===== config.mk =====
export PLATFORM = sky130hd
export DESIGN_NAME = alu_vec_driver
export DESIGN_NICKNAME = d
export VERILOG_FILES = /design/src/rtl/alu_vec_driver.sv
export SDC_FILE = /design/constraint.sdc
export NUM_CORES = 1
export LEC_CHECK = 0
export ABC_AREA = 1
export BUFFER_PORTS_ARGS = -buffer_cell sky130_fd_sc_hd__buf_4
export CORE_MARGIN = 2
export CORE_UTILIZATION = 51
export DETAILED_ROUTE_END_ITERATION = 10
export GPL_TIMING_DRIVEN = 1
export PLACE_DENSITY = 0.71
export SLEW_MARGIN = 20
export SYNTH_ARGS = -nofsm -noshare
export SYNTH_HDL_FRONTEND = slang
export SYNTH_SLANG_ARGS = --single-unit
export TNS_END_PERCENT = 5

===== constraint.sdc =====
create_clock -name clk -period 2.5 [get_ports clk]
set_clock_uncertainty 0.15 [all_clocks]
set_input_delay 0.125 -clock clk [delete_from_list [all_inputs] [get_ports clk]]
set_output_delay 0.125 -clock clk [all_outputs]
set_load 0.005 [all_outputs]

===== src/rtl/alu_vec_driver.sv =====
// alu_vec_driver
//   Drives a fixed table of {code,a,b} vectors into a combinational 4-bit ALU.
//   Each vector is held for DELY cycles, then the ALU result is sampled and
//   compared against the expected value. The block counts mismatches and
//   records the index of the first failing vector.
//
// Parameters
//   DELY  settle cycles per vector (0 behaves as 1)
//   NVEC  number of table vectors run (1..6)
//
// Ports
//   clk       clock, rising edge
//   rst       asynchronous active-high reset
//   start     run request, ignored while busy
//   c         5-bit ALU result
//   code,a,b  registered opcode/operands driven to the ALU
//   busy      run in progress
//   done      run finished (held until next start)
//   pass      valid with done, high when err_cnt == 0
//   err_cnt   saturating mismatch count
//   fail_idx  first failing vector index, 7 = none
//
// Build option
//   ALU_VEC_DRIVER_STOP_ON_FAIL_EN  end the run on the first mismatch
module alu_vec_driver #(
    parameter int DELY = 4,
    parameter int NVEC = 6
) (
    input  logic       clk,
    input  logic       rst,
    input  logic       start,
    input  logic [4:0] c,
    output logic [1:0] code,
    output logic [3:0] a,
    output logic [3:0] b,
    output logic       busy,
    output logic       done,
    output logic       pass,
    output logic [3:0] err_cnt,
    output logic [2:0] fail_idx
);

    localparam int DLY = (DELY < 1) ? 1 : DELY;
    localparam int CW  = (DLY > 1) ? $clog2(DLY) : 1;
    localparam logic [2:0] LAST    = 3'(NVEC - 1);
    localparam logic [2:0] NO_FAIL = 3'd7;

    typedef struct packed {
        logic [1:0] code;
        logic [3:0] a;
        logic [3:0] b;
    } vec_t;

    typedef enum logic [1:0] {IDLE, DRIVE, SAMPLE, DONE} state_t;

    function automatic vec_t vec_rom(input logic [2:0] i);
        case (i)
            3'd0:    vec_rom = '{2'd0, 4'b0000, 4'b1111};
            3'd1:    vec_rom = '{2'd0, 4'b0111, 4'b1101};
            3'd2:    vec_rom = '{2'd1, 4'b0001, 4'b0011};
            3'd3:    vec_rom = '{2'd2, 4'b1001, 4'b0011};
            3'd4:    vec_rom = '{2'd3, 4'b0011, 4'b0001};
            3'd5:    vec_rom = '{2'd3, 4'b0111, 4'b1001};
            default: vec_rom = '0;
        endcase
    endfunction

    function automatic logic [4:0] alu_exp(input logic [1:0] op, input logic [3:0] x,
                                           input logic [3:0] y);
        case (op)
            2'd0:    alu_exp = {1'b0, x} + {1'b0, y};
            2'd1:    alu_exp = {1'b0, x} - {1'b0, y};   // wraps mod 32
            2'd2:    alu_exp = {1'b0, x & y};
            default: alu_exp = {1'b0, x | y};
        endcase
    endfunction

    state_t        state;
    logic [2:0]    idx;
    logic [CW-1:0] dcnt;
    logic          mismatch;
    logic [3:0]    err_nxt;
    logic          finish;
    vec_t          vnext;

    assign mismatch = (c != alu_exp(code, a, b));
    assign vnext    = vec_rom(idx + 3'd1);

    // err_cnt as it will be after this SAMPLE; pass is derived from it so the
    // final mismatch of a run is already reflected when done rises.
    always_comb begin
        err_nxt = err_cnt;
        if (mismatch && err_cnt != 4'hf)
            err_nxt = err_cnt + 4'd1;
    end

`ifdef ALU_VEC_DRIVER_STOP_ON_FAIL_EN
    assign finish = (idx == LAST) || mismatch;
`else
    assign finish = (idx == LAST);
`endif

    always_ff @(posedge clk or posedge rst) begin
        if (rst) begin
            state    <= IDLE;
            idx      <= '0;
            dcnt     <= '0;
            code     <= '0;
            a        <= '0;
            b        <= '0;
            busy     <= 1'b0;
            done     <= 1'b0;
            pass     <= 1'b0;
            err_cnt  <= '0;
            fail_idx <= NO_FAIL;
        end else begin
            case (state)
                IDLE, DONE: begin
                    if (start) begin
                        err_cnt  <= '0;
                        fail_idx <= NO_FAIL;
                        done     <= 1'b0;
                        pass     <= 1'b0;
                        busy     <= 1'b1;
                        idx      <= '0;
                        {code, a, b} <= vec_rom(3'd0);
                        dcnt     <= CW'(DLY - 1);
                        state    <= DRIVE;
                    end
                end
                DRIVE: begin
                    if (dcnt == '0)
                        state <= SAMPLE;
                    else
                        dcnt <= dcnt - 1'b1;
                end
                SAMPLE: begin
                    err_cnt <= err_nxt;
                    if (mismatch && fail_idx == NO_FAIL)
                        fail_idx <= idx;
                    if (finish) begin
                        busy  <= 1'b0;
                        done  <= 1'b1;
                        pass  <= (err_nxt == 4'd0);
                        state <= DONE;
                    end else begin
                        idx          <= idx + 3'd1;
                        {code, a, b} <= vnext;
                        dcnt         <= CW'(DLY - 1);
                        state        <= DRIVE;
                    end
                end
                default: state <= IDLE;
            endcase
        end
    end

endmodule


==> qor.csv, run 1 <==
stage,metric,value,unit
setup_path,startpoint types,register,
setup_path,worst path required time,2.53,ns
clocking,clock root buffer,clkbuf_8,
pwr,Gate power share,67.7,%
drt,wire length per cell,11.7,microns
pwr,sequential share of power,24.2,%
status,violations in the final reports,negative setup slack,
status,status,"complete, but fails checks",
setup_path,reg-to-reg setup timing slack,-0.14,ns
placed_design,GP Congestion,0.875,
floorplanning,Die ar.,0.00430,sq mm
floorplanning,chip width,65.5,microns
pwr,Pwr Density,1230,mW/mm^2
setup_path,Setup crit end kind,register,
pwr,peak supply drop,625,uV
setup_path,CP Max Fanout,5,
global_routing,initial antenna violation count,0,
sta,slew at the pin closest to its max-slew limit,0.576,ns
cells_and_area,# diodes,0,
floorplanning,Die Span Y,65.5,microns
drt,via count,1780,
run,maxcap violations,0,
setup_path,R2R Path End,pass,
synthesis,syn_area_per_cell,7.40,sq um
clocking,clock latency on the worst-skew pair,0.28,ns
cells_and_area,# nets final,341,
synthesis,post-synth cell types,32,
clocking,Worst-path clk slew,0.09,ns
pwr,Pint,1610,uW
pwr,Design Power,3010,uW
floorplanning,Core ar.,0.00366,sq mm
setup_path,R2R cell count,18,
sta,final worst slack,-0.139,ns
setup_path,Critical Path Source,b[1],
drt,Residual DRC,0,
pwr,clock share of power,8.1,%
clocking,CTS buffer count,3,
sta,Slew headroom,61.4,%
clocking,# clock sinks,27,
global_routing,total grt overflow,0,
synthesis,sequential area share after synthesis,35.2,%
sta,f_max,0.379,GHz
hold_path,hold path cells,4,
placed_design,Detailed Place HPWL,3.37,mm
drt,first-pass iteration count of the detailed router,4,
global_routing,largest net degree at the start of global routing,28,
setup_path,CP Class,reg -> reg,
synthesis,Synth Cell Area,0.00193,sq mm
drt,WL final,4.23,mm
floorplanning,row cnt,22,
hold_path,sink of the worst hold path,state[1],
clocking,H-Tree Depth,1,
setup_path,r2r startpoint,b[1],
hold_path,Hold WC Path Type,in -> reg,
cells_and_area,layout cells sized above 1,27.2,%
pwr,net switching power,1390,uW
synthesis,synthesized flop and latch total,27,
sta,period utilization,106,%
global_routing,first-pass GRT wire length,7.17,mm
clocking,Clock Path Buffers,2,
placed_design,IO buf count,27,
synthesis,Yosys top cell by area,dfrtp_1,
drt,Post-DRT Antenna Nets,0,
sta,RSZ-0062 raised after global routing,yes,
sta,final worst path period need,2.64,ns
setup_path,"Arr. time, crit path",2.67,ns
sta,Finish-stage setup viols,8,
synthesis,Syn Nets,288,
sta,Final Hold Fails,0,
synthesis,YS warnings,0,
drt,Via density,4.93,
synthesis,Synth top area share,31.1,%
pwr,Leak,0.00131,uW
floorplanning,Top-Level Pins,28,
pwr,switch share,46.4,%
hold_path,HP Start,start,
synthesis,main area contributors after synthesis,"dfrtp_1 (31%), nand2_1 (12%), ha_1 (12%)",
global_routing,vias in the first global route,1613,
global_routing,GRT Util Overall,21.3,%
cells_and_area,synthesis-to-finish area growth,26.9,%
cells_and_area,Util after Layout,67.0,%
drt,DR iter-0 viols,93,
floorplanning,initial core utilization,52.8,%
sta,fin. max-slew vios,0,
clocking,TritonCTS clock tree,yes,
synthesis,Post-Syn Instances,261,
## power groups by stage
stage	Combinational, uW	Clock, uW	Sequential (uW)
after floorplan	1280	0	748
after global placement	1900	0	736
after detailed placement	1940	0	739
after CTS	1990	254	728
after global routing	2280	276	750
final	2030	244	726
## registers in the layout (all words and copies together), names as in the netlist
signal and flops:
a 4, b 4, busy 1, code 2, dcnt 2, done 1, err_cnt 4, fail_idx 3
idx 3, pass 1, state 2
## metrics by stage
step | std cells | setup slack, ns | TNS (ns) | hold slack, ns | instance area [sq um]
after detailed placement | 355 | -0.201 | -0.976 | 0.0633 | 2360
after global placement | 355 | -0.107 | -0.385 | 0.0596 | 2360
after floorplan | 261 | -0.0696 | -0.0850 | 0.0255 | 1950
after CTS | 361 | -0.129 | -0.665 | 0.0960 | 2430
final | 361 | -0.139 | -0.802 | 0.100 | 2450
after global routing | 361 | -0.388 | -2.60 | 0.101 | 2450
## kinds of logic (layout without fill, tap and decap cells)
logic type	count (synthesis)	in the layout	share of synthesized area [%]
xor+xnor	4	4	1.81
compound gates	39	39	11.9
fa+ha+maj	19	19	12.7
buf+inv	49	101	9.65
simple gates	123	123	28.8
flops	27	27	35.2
## layout by cell type (no fill, tap or decap)
cell           count
a21oi_1            3
nand2_2            9
a211oi_1           1
nor2_4             1
nand2_4            1
nand4_1            4
a32oi_1            1
o21ai_2            2
nand3b_1           2
o21ai_0           17
inv_2              5
a31oi_1            1
o31ai_1            1
dfrtp_1           24
o221ai_1           1
a21oi_2            1
clkbuf_8           3
clkinv_1           1
xnor2_1            1
nand3_1           12
or2_2              1
o21ai_1            4
ha_4               1
nor2_2             1
dlygate4sd3_1      1
or2_1              1
nor2_1            24
buf_4             48
inv_1             41
fa_1               1
nand2_1           61
dfstp_2            3
clkinv_2           2
a21oi_4            1
xor2_1             3
o22ai_1            4
nand3_2            6
ha_1              17
a22o_1             2
## worst max path at each step
stage | depth (start not counted) | slack (ns) | to
2_1_floorplan | 18 | -0.07 | pass
3_3_place_gp | 18 | -0.11 | pass
3_5_place_dp | 18 | -0.20 | pass
4_1_cts | 19 | -0.13 | pass
5_1_grt | 20 | -0.39 | fail_idx[1]
6_report | 18 | -0.14 | pass
## routing by layer
| metal | wire (microns) | GRT usage (%) |
|---|---|---|
| met1 | 2180 | 31.1 |
| met2 | 1890 | 33.8 |
| met3 | 125 | 2.91 |
| met4 | 38 | 4.69 |
| met5 | 0 | 0 |
## Yosys cell counts (all sizes together)
master and instances:
dfrtp 24, ha 18, o21ai 23, nand3 18
o221ai 1, xor2 3, or2 2, nor2 26
buf 1, clkinv 2, nand3b 2, a32oi 1
a21oi 5, nand4 4, a211oi 1, inv 46
a31oi 1, o22ai 4, xnor2 1, nand2 71
fa 1, o31ai 1, a22o 2, dfstp 3
## worst max-delay path, stage by stage (launching register included)
cell and delay [ns]:
dfrtp_1 0.41, inv_2 0.09, ha_4 0.21, a21oi_4 0.14, fa_1 0.44, nand2_2 0.10
inv_1 0.04, nor2_1 0.07, nand3_1 0.07, nand2_1 0.06, nand3_1 0.07, nor2_1 0.13
nand3_2 0.16, nand2_4 0.12, nand2_1 0.07, o21ai_2 0.07, inv_2 0.05, nand3_2 0.07
nand2_2 0.04
## what timing repair did
| item | CTS | global route |
|---|---|---|
| hold endpoints to repair | 24 | 0 |
| hold buffers | 1 | 0 |
| buffers inserted | 1 | 0 |
| resized for setup | 3 | 5 |
| pin swaps | 6 | 6 |
| endpoints found under the setup margin | 8 | 8 |
## layout make-up
class	count	area (sq um)
fill	336	1210
multi-input combinational	185	1110
sequential	27	679
timing repair buffer	49	370
inverter	48	181
tap	48	60.1
clock buffer	3	41.3
clock inverter	1	5.00
Power figures use the tool's default switching activity.
==> inputs of run 2 (changes only) <==
--- a/config.mk
+++ b/config.mk
@@ -5,7 +5,6 @@
 export SDC_FILE = /design/constraint.sdc
 export NUM_CORES = 1
 export LEC_CHECK = 0
-export ABC_AREA = 1
 export BUFFER_PORTS_ARGS = -buffer_cell sky130_fd_sc_hd__buf_4
 export CORE_MARGIN = 2
 export CORE_UTILIZATION = 51
==> run 2 against run 1 <==
Effect of this change:
- the flow still finishes with violations (negative setup slack)
- sequential power down 8.4%
- fmax shrank 9.8%
- sequential cell count did not move
- clock power is 19% lower
- non-clock buffer count increased by 5
- global-route usage rose by 1.7 points
- critical path depth down 4
- utilization increased by 4.3 points
- die area is 3.4% lower
- first-iteration DRC count is 2.2% higher
- hold slack gained 0.047 ns
==> qor.csv, run 2 <==
stage,metric,value,unit,change
status,status,"complete, but fails checks",,unchanged
status,violations in the final reports,negative setup slack,,unchanged
synthesis,YS warnings,0,,unchanged
setup_path,startpoint types,register,,unchanged
cells_and_area,biggest registers after layout,"a x4, b x4, err_cnt x4",,unchanged
sta,Hold WS,0.147,ns,was 0.100 ns
synthesis,syn_area_per_cell,9.13,sq um,was 7.40 sq um
hold_path,HP Start,c[3],,was start
sta,fin. max-slew vios,0,,unchanged
clocking,clock latency on the worst-skew pair,0.34,ns,was 0.28 ns
sta,Final Hold Fails,0,,unchanged
synthesis,synthesized flop and latch total,27,,unchanged
synthesis,Synth Cell Area,0.00186,sq mm,was 0.00193 sq mm
cells_and_area,synthesis-to-finish area growth,30.7,%,was 26.9%
setup_path,Setup crit end kind,register,,unchanged
floorplanning,initial core utilization,54.5,%,was 52.8%
global_routing,total grt overflow,0,,unchanged
run,maxcap violations,0,,unchanged
global_routing,met1 GRT Util,32.0,%,was 31.1%
global_routing,met3 global-route usage,3.65,%,was 2.91%
synthesis,predominant post-synthesis flop cell,dfrtp_1,,unchanged
setup_path,r2r startpoint,b[1],,unchanged
synthesis,sequential area share after synthesis,36.5,%,was 35.2%
cells_and_area,# diodes,0,,unchanged
cells_and_area,Util after Layout,71.2,%,was 67.0%
synthesis,Post-synth top cells,"dfrtp_1 (24), nand2_1 (21), ha_1 (18)",,"was nand2_1 (62), inv_1 (44), nor2_1 (25)"
global_routing,first-pass GRT wire length,7.56,mm,was 7.17 mm
sta,RSZ-0062 raised after global routing,yes,,unchanged
placed_design,pre-CTS setup slack,-0.511,ns,was -0.201 ns
sta,Setup TNS,-2.66,ns,was -0.802 ns
synthesis,Yosys top cell by area,dfrtp_1,,unchanged
cells_and_area,Reg area,681,sq um,was 679 sq um
setup_path,Critical Path Source,b[1],,unchanged
synthesis,most frequent cell after synthesis,dfrtp_1,,was nand2_1
sta,f_max,0.342,GHz,was 0.379 GHz
placed_design,Detailed Place HPWL,3.50,mm,was 3.37 mm
pwr,Pwr Density,911,mW/mm^2,was 1230 mW/mm^2
synthesis,count of flip-flops with a built-in enable after synthesis,0,,unchanged
sta,final worst slack,-0.427,ns,was -0.139 ns
drt,Residual DRC,0,,unchanged
clocking,Clock Path Buffers,2,,unchanged
floorplanning,Die ar.,0.00415,sq mm,was 0.00430 sq mm
placed_design,IO buf count,27,,unchanged
setup_path,"Arr. time, crit path",3.03,ns,was 2.67 ns
drt,via count,1664,,was 1780
clocking,TritonCTS clock tree,yes,,unchanged
global_routing,GR Util met2,38.2,%,was 33.8%
pwr,Leak,0.00114,uW,was 0.00131 uW
synthesis,Post-Syn Instances,204,,was 261
synthesis,Syn Nets,231,,was 288
clocking,Worst-path clk slew,0.16,ns,was 0.09 ns
setup_path,worst path required time,2.60,ns,was 2.53 ns
sta,final worst path period need,2.93,ns,was 2.64 ns
drt,Via density,5.49,,was 4.93
setup_path,Critical Path Slowest Stage Cell,dfrtp_2,,was fa_1
placed_design,GP Congestion,0.910,,was 0.875
drt,Post-DRT Antenna Nets,0,,unchanged
floorplanning,Die Span Y,64.4,microns,was 65.5 microns
sta,Finish-stage setup viols,8,,unchanged
setup_path,CP Class,reg -> reg,,unchanged
drt,first-pass iteration count of the detailed router,4,,unchanged
synthesis,main area contributors after synthesis,"dfrtp_1 (32%), ha_1 (12%), a21oi_1 (4.6%)",,"was dfrtp_1 (31%), nand2_1 (12%), ha_1 (12%)"
floorplanning,Top-Level Pins,28,,unchanged
synthesis,Synth top area share,32.3,%,was 31.1%
drt,WL final,4.54,mm,was 4.23 mm
floorplanning,row cnt,21,,was 22
floorplanning,chip width,64.4,microns,was 65.5 microns
global_routing,vias in the first global route,1650,,was 1613
setup_path,Crit path largest cell delay,0.44,ns,about the same
cells_and_area,"commonest non-fill, non-tap cell in the layout",buf_4,,was nand2_1
global_routing,GRT Util Overall,23.0,%,was 21.3%
cells_and_area,Fillers,265,,was 336
pwr,peak supply drop,451,uV,was 625 uV
cells_and_area,area of the multi-input gates,0.00120,sq mm,was 0.00111 sq mm
clocking,clock root buffer,clkbuf_4,,was clkbuf_8
synthesis,fraction of registers with async set/reset,100,%,unchanged
global_routing,largest net degree at the start of global routing,18,,was 28
cells_and_area,# nets final,285,,was 341
clocking,# clock sinks,27,,unchanged
sta,period utilization,117,%,was 106%
cells_and_area,"commonest cells after routing, fill and taps aside","buf_4 (51), dfrtp_1 (23), nand2_1 (20)",,"was nand2_1 (61), buf_4 (48), inv_1 (41)"
setup_path,CP Max Fanout,4,,was 5
clocking,CTS buffer count,3,,unchanged
hold_path,Hold WC Path Type,in -> reg,,unchanged
sta,slew at the pin closest to its max-slew limit,0.636,ns,was 0.576 ns
synthesis,post-synth cell types,50,,was 32
setup_path,"Buf+Inv Stages, Crit Path",3,,unchanged
setup_path,crit path cell chain,buf_6 -> nor3_4 -> nor2_1 -> xnor2_1 -> ha_1 -> a21oi_2 -> a211oi_2 -> o21ai_2 -> xnor2_2 -> nor3_4 -> nand2_2 -> buf_4 -> buf_4 -> a22o_1,,was inv_2 -> ha_4 -> a21oi_4 -> fa_1 -> nand2_2 -> inv_1 -> nor2_1 -> nand3_1 -> nand2_1 -> nand3_1 -> nor2_1 -> nand3_2 -> nand2_4 -> nand2_1 -> o21ai_2 -> inv_2 -> nand3_2 -> nand2_2
sta,Slew headroom,57.5,%,was 61.4%
global_routing,initial antenna violation count,0,,unchanged
cells_and_area,layout cells sized above 1,31.1,%,was 27.2%
global_routing,GR peak layer,met2,,unchanged
setup_path,Top Family by Delay on Critical Path,compound AO/OA/AOI/OAI gates,,was simple AND/OR/NAND/NOR gates
clocking,H-Tree Depth,1,,unchanged
drt,DR iter-0 viols,95,,was 93
drt,wire length per cell,15.0,microns,was 11.7 microns
floorplanning,Core ar.,0.00342,sq mm,was 0.00366 sq mm
==> run 2: through the flow <==
stage                     instances  cell area (sq um)  total power, uW
final                           303               2430             2220
after global routing            303               2430             2390
after CTS                       302               2390             2160
after detailed placement        293               2280             1900
after global placement          293               2280             1840
after floorplan                 204               1900             1500
==> run 2: final cells by class <==
cell class                 instances  area share [%]
sequential                        27            28.0
multi-input combinational        157            49.2
timing repair buffer              54            17.0
clock inverter                     1           0.206
inverter                          15            2.31
tap                               46            2.37
clock buffer                       3           0.925
==> run 2: final timing paths <==
kind	end	slack, ns	cells after the start
worst max-delay path	err_cnt[0]	-0.43	14
worst min-delay path	err_cnt[3]	0.15	5
worst max register to register	err_cnt[0]	-0.43	14
worst min register to register	dcnt[0]	0.33	1
max in group asynchronous	b[1]	1.31	4
min in group asynchronous	done	0.25	3
==> run 2: cells by family after synthesis <==
| kind of cell | after synthesis | share of synthesized area, % |
|---|---|---|
| flip-flops | 27 | 36.5 |
| adder cells (fa/ha/maj) | 20 | 13.7 |
| AO/OA/AOI/OAI | 57 | 19.6 |
| XOR/XNOR | 11 | 5.58 |
| buffers and inverters | 20 | 4.43 |
| multiplexers | 4 | 2.22 |
| AND/OR/NAND/NOR | 65 | 18.0 |
==> run 2: power breakdown <==
group          internal, uW  leakage, uW  switching [uW]
clock                  60.2    0.0000177             138
sequential              548     0.000329             117
combinational           650     0.000797             703
==> run 2: layer usage <==
metal	wire, microns	up-vias
met3	209	4
li1	-	827
met5	0	-
met2	2220	38
met4	40	0
met1	2070	795
==> run 2: repair_timing <==
| action | 4_1_cts | 5_1_grt |
|---|---|---|
| setup endpoints to repair | 8 | 8 |
| pin swaps | 14 | 10 |
| endpoints found under the hold margin | 14 | 0 |
| resized for setup | 9 | 6 |
| setup buffers | 4 | 1 |
| hold buffers | 2 | 0 |
==> run 2: worst reg2reg max path: cells and delay by family (launching register included) <==
family                     cells  cell delay (ns)
AOI/OAI and AO/OA              4             0.63
and+or+nand+nor                4             0.59
DFF                            1             0.44
adders and majority gates      1             0.36
buffers and inverters          3             0.40
xor gates and xnor gates       2             0.27
==> inputs of run 3 (changes only) <==
--- a/config.mk
+++ b/config.mk
@@ -8,6 +8,7 @@
 export BUFFER_PORTS_ARGS = -buffer_cell sky130_fd_sc_hd__buf_4
 export CORE_MARGIN = 2
 export CORE_UTILIZATION = 51
+export CTS_BUF_LIST = sky130_fd_sc_hd__clkbuf_16
 export DETAILED_ROUTE_END_ITERATION = 10
 export GPL_TIMING_DRIVEN = 1
 export PLACE_DENSITY = 0.71
==> run 3 against run 2 <==
Effect of this change:
- the flow still finishes with violations (negative setup slack)
- clock power increased by 84%
- sequential power about the same
- clock-buffer cell count unchanged
- sequential cell count unchanged
- non-clock buffer count decreased by 1
- wire length decreased by 0.70%
- fmax increased by 2.0%
- register-to-register slack improved by 0.06 ns
- global-route usage decreased by 0.083 points
- critical path depth unchanged
- design area increased by 2.9%
==> qor.csv, run 3 (synthesis results as in run 2) <==
stage,metric,value,unit,change
clocking,Worst-path clk slew,0.07,ns,was 0.16 ns
setup_path,worst path required time,2.50,ns,was 2.60 ns
cells_and_area,biggest registers after layout,"a x4, b x4, err_cnt x4",,unchanged
hold_path,hold path cells,3,,was 5
setup_path,cell mode on critical path,nor3_4,,
pwr,Gate power share,57.9,%,was 61.0%
drt,Residual DRC,0,,unchanged
global_routing,total grt overflow,0,,unchanged
status,violations in the final reports,negative setup slack,,unchanged
cells_and_area,synthesis-to-finish area growth,34.5,%,was 30.7%
floorplanning,Die ar.,0.00415,sq mm,unchanged
sta,period utilization,115,%,was 117%
clocking,CTS buffer count,3,,unchanged
sta,slew at the pin closest to its max-slew limit,0.631,ns,was 0.636 ns
clocking,TritonCTS clock tree,yes,,unchanged
sta,final worst path period need,2.87,ns,was 2.93 ns
setup_path,Setup crit end kind,register,,unchanged
cells_and_area,layout cells sized above 1,32.4,%,was 31.1%
clocking,clock latency on the worst-skew pair,0.26,ns,was 0.34 ns
pwr,Leak,0.00117,uW,was 0.00114 uW
drt,Post-DRT Antenna Nets,0,,unchanged
clocking,clock root buffer,clkbuf_16,,was clkbuf_4
floorplanning,Core ar.,0.00342,sq mm,unchanged
floorplanning,chip width,64.4,microns,unchanged
floorplanning,Die Span Y,64.4,microns,unchanged
floorplanning,row cnt,21,,unchanged
sta,Final Hold Fails,0,,unchanged
run,maxcap violations,0,,unchanged
clocking,# clock sinks,27,,unchanged
pwr,Pwr Density,978,mW/mm^2,was 911 mW/mm^2
cells_and_area,# nets final,284,,was 285
drt,DR iter-0 viols,105,,was 95
sta,final worst slack,-0.369,ns,was -0.427 ns
drt,Via density,5.54,,was 5.49
cells_and_area,# diodes,0,,unchanged
placed_design,IO buf count,27,,unchanged
drt,first-pass iteration count of the detailed router,5,,was 4
placed_design,Detailed Place HPWL,3.50,mm,unchanged
global_routing,first-pass GRT wire length,7.53,mm,was 7.56 mm
global_routing,largest net degree at the start of global routing,18,,unchanged
setup_path,r2r startpoint,b[1],,unchanged
sta,fin. max-slew vios,0,,unchanged
floorplanning,initial core utilization,54.5,%,unchanged
setup_path,R2R Path End,err_cnt[2],,was err_cnt[0]
cells_and_area,post-route cell area,0.00250,sq mm,was 0.00243 sq mm
pwr,Pint,1450,uW,was 1260 uW
setup_path,crit path cell chain,buf_6 -> nor3_4 -> nor2_1 -> xnor2_1 -> ha_1 -> a21oi_2 -> a211oi_2 -> o21ai_2 -> xnor2_2 -> nor3_4 -> buf_4 -> a21oi_4 -> and4b_4 -> nor3_2,,was buf_6 -> nor3_4 -> nor2_1 -> xnor2_1 -> ha_1 -> a21oi_2 -> a211oi_2 -> o21ai_2 -> xnor2_2 -> nor3_4 -> nand2_2 -> buf_4 -> buf_4 -> a22o_1
placed_design,GP Congestion,0.910,,unchanged
global_routing,GRT Util Overall,22.9,%,was 23.0%
setup_path,CP Class,reg -> reg,,unchanged
cells_and_area,post-route insts no fill,302,,was 303
sta,f_max,0.349,GHz,was 0.342 GHz
sta,Slew headroom,57.9,%,was 57.5%
pwr,sequential share of power,27.2,%,was 30.0%
setup_path,CP Max Fanout,5,,was 4
hold_path,HP Start,start,,was c[3]
setup_path,"Buf+Inv Stages, Crit Path",2,,was 3
pwr,Design Power,2450,uW,was 2220 uW
setup_path,Crit path largest cell delay,0.41,ns,was 0.44 ns
setup_path,Critical Path Slowest Stage Cell,dfrtp_2,,unchanged
global_routing,vias in the first global route,1647,,was 1650
status,status,"complete, but fails checks",,unchanged
global_routing,initial antenna violation count,0,,unchanged
floorplanning,Top-Level Pins,28,,unchanged
clocking,H-Tree Depth,1,,unchanged
clocking,Clock Path Buffers,2,,unchanged
drt,via count,1674,,was 1664
sta,RSZ-0062 raised after global routing,yes,,unchanged
pwr,switch share,40.6,%,was 43.2%
hold_path,Hold WC Path Type,in -> reg,,unchanged
drt,WL final,4.51,mm,was 4.54 mm
hold_path,sink of the worst hold path,busy,,was err_cnt[3]
drt,wire length per cell,14.9,microns,was 15.0 microns
pwr,clock share of power,14.9,%,was 8.9%
placed_design,Placed Cells incl. Taps,293,,unchanged
pwr,net switching power,995,uW,was 958 uW
setup_path,R2R cell count,14,,unchanged
sta,Finish-stage setup viols,8,,unchanged
setup_path,reg-to-reg setup timing slack,-0.37,ns,was -0.43 ns
pwr,peak supply drop,568,uV,was 451 uV
setup_path,"Arr. time, crit path",2.87,ns,was 3.03 ns
cells_and_area,"commonest non-fill, non-tap cell in the layout",buf_4,,unchanged
placed_design,placed cell area,0.00228,sq mm,unchanged
setup_path,Top Family by Delay on Critical Path,compound AO/OA/AOI/OAI gates,,unchanged
setup_path,startpoint types,register,,unchanged
cells_and_area,"commonest cells after routing, fill and taps aside","buf_4 (50), dfrtp_1 (23), nand2_1 (20)",,"was buf_4 (51), dfrtp_1 (23), nand2_1 (20)"
-- run 3: layout make-up --
class / instances / area (sq um)
repair buffers: 53 / 408
clock inverters: 1 / 5.00
multi-input cells: 157 / 1220
inverters: 15 / 56.3
flip-flops and latches: 27 / 681
fillers: 250 / 912
well taps: 46 / 57.6
clock buffers: 3 / 75.1
-- run 3: worst register-to-register path, stage by stage, from the launching register on --
cell and delay [ns]:
dfrtp_2 0.41, buf_6 0.13, nor3_4 0.16, nor2_1 0.07, xnor2_1 0.12, ha_1 0.36, a21oi_2 0.09, a211oi_2 0.26
o21ai_2 0.09, xnor2_2 0.18, nor3_4 0.07, buf_4 0.16, a21oi_4 0.20, and4b_4 0.26, nor3_2 0.04
-- run 3: through the flow --
step | util [%] | TNS (ns) | setup WS (ns) | hold WS [ns]
2_1_floorplan | - | -2.30 | -0.332 | 0.0254
3_3_place_gp | 66.8 | -2.60 | -0.363 | 0.0738
3_5_place_dp | 66.8 | -3.57 | -0.511 | 0.0986
4_1_cts | 71.1 | -2.66 | -0.384 | 0.0507
5_1_grt | 73.3 | -4.04 | -0.528 | 0.100
6_report | 73.3 | -2.70 | -0.369 | 0.0466
-- run 3: power groups by stage --
stage	logic (uW)	clock network [uW]	registers (uW)
CTS	1290	372	665
global route	1560	389	683
floorplan	850	0	655
global placement	1180	0	659
finish	1420	365	666
detailed placement	1230	0	670
-- run 3: what timing repair did --
item / CTS / global route
hold endpoints to repair: 13 / 0
pin swaps: 14 / 17
setup endpoints to repair: 8 / 8
buffers inserted: 3 / 3
cloned: 0 / 0
gates resized for setup: 9 / 10
hold buffers: 1 / 0
-- run 3: worst max-delay path by stage --
stage / start / end / slack, ns / cells past startpoint
after floorplan: code[0] / err_cnt[2] / -0.33 / 12
after global placement: b[1] / err_cnt[2] / -0.36 / 12
after detailed placement: b[1] / pass / -0.51 / 13
after CTS: b[1] / pass / -0.38 / 12
after global routing: b[1] / err_cnt[2] / -0.53 / 14
final: b[1] / err_cnt[2] / -0.37 / 14
-- run 3: layer usage --
metal | wire (microns) | vias up | global-route usage (%)
met1 | 2040 | 804 | 31.6
met3 | 203 | 4 | 3.65
met4 | 36 | 0 | 5.59
met5 | 0 | - | 0
met2 | 2230 | 37 | 37.9
li1 | - | 829 | -
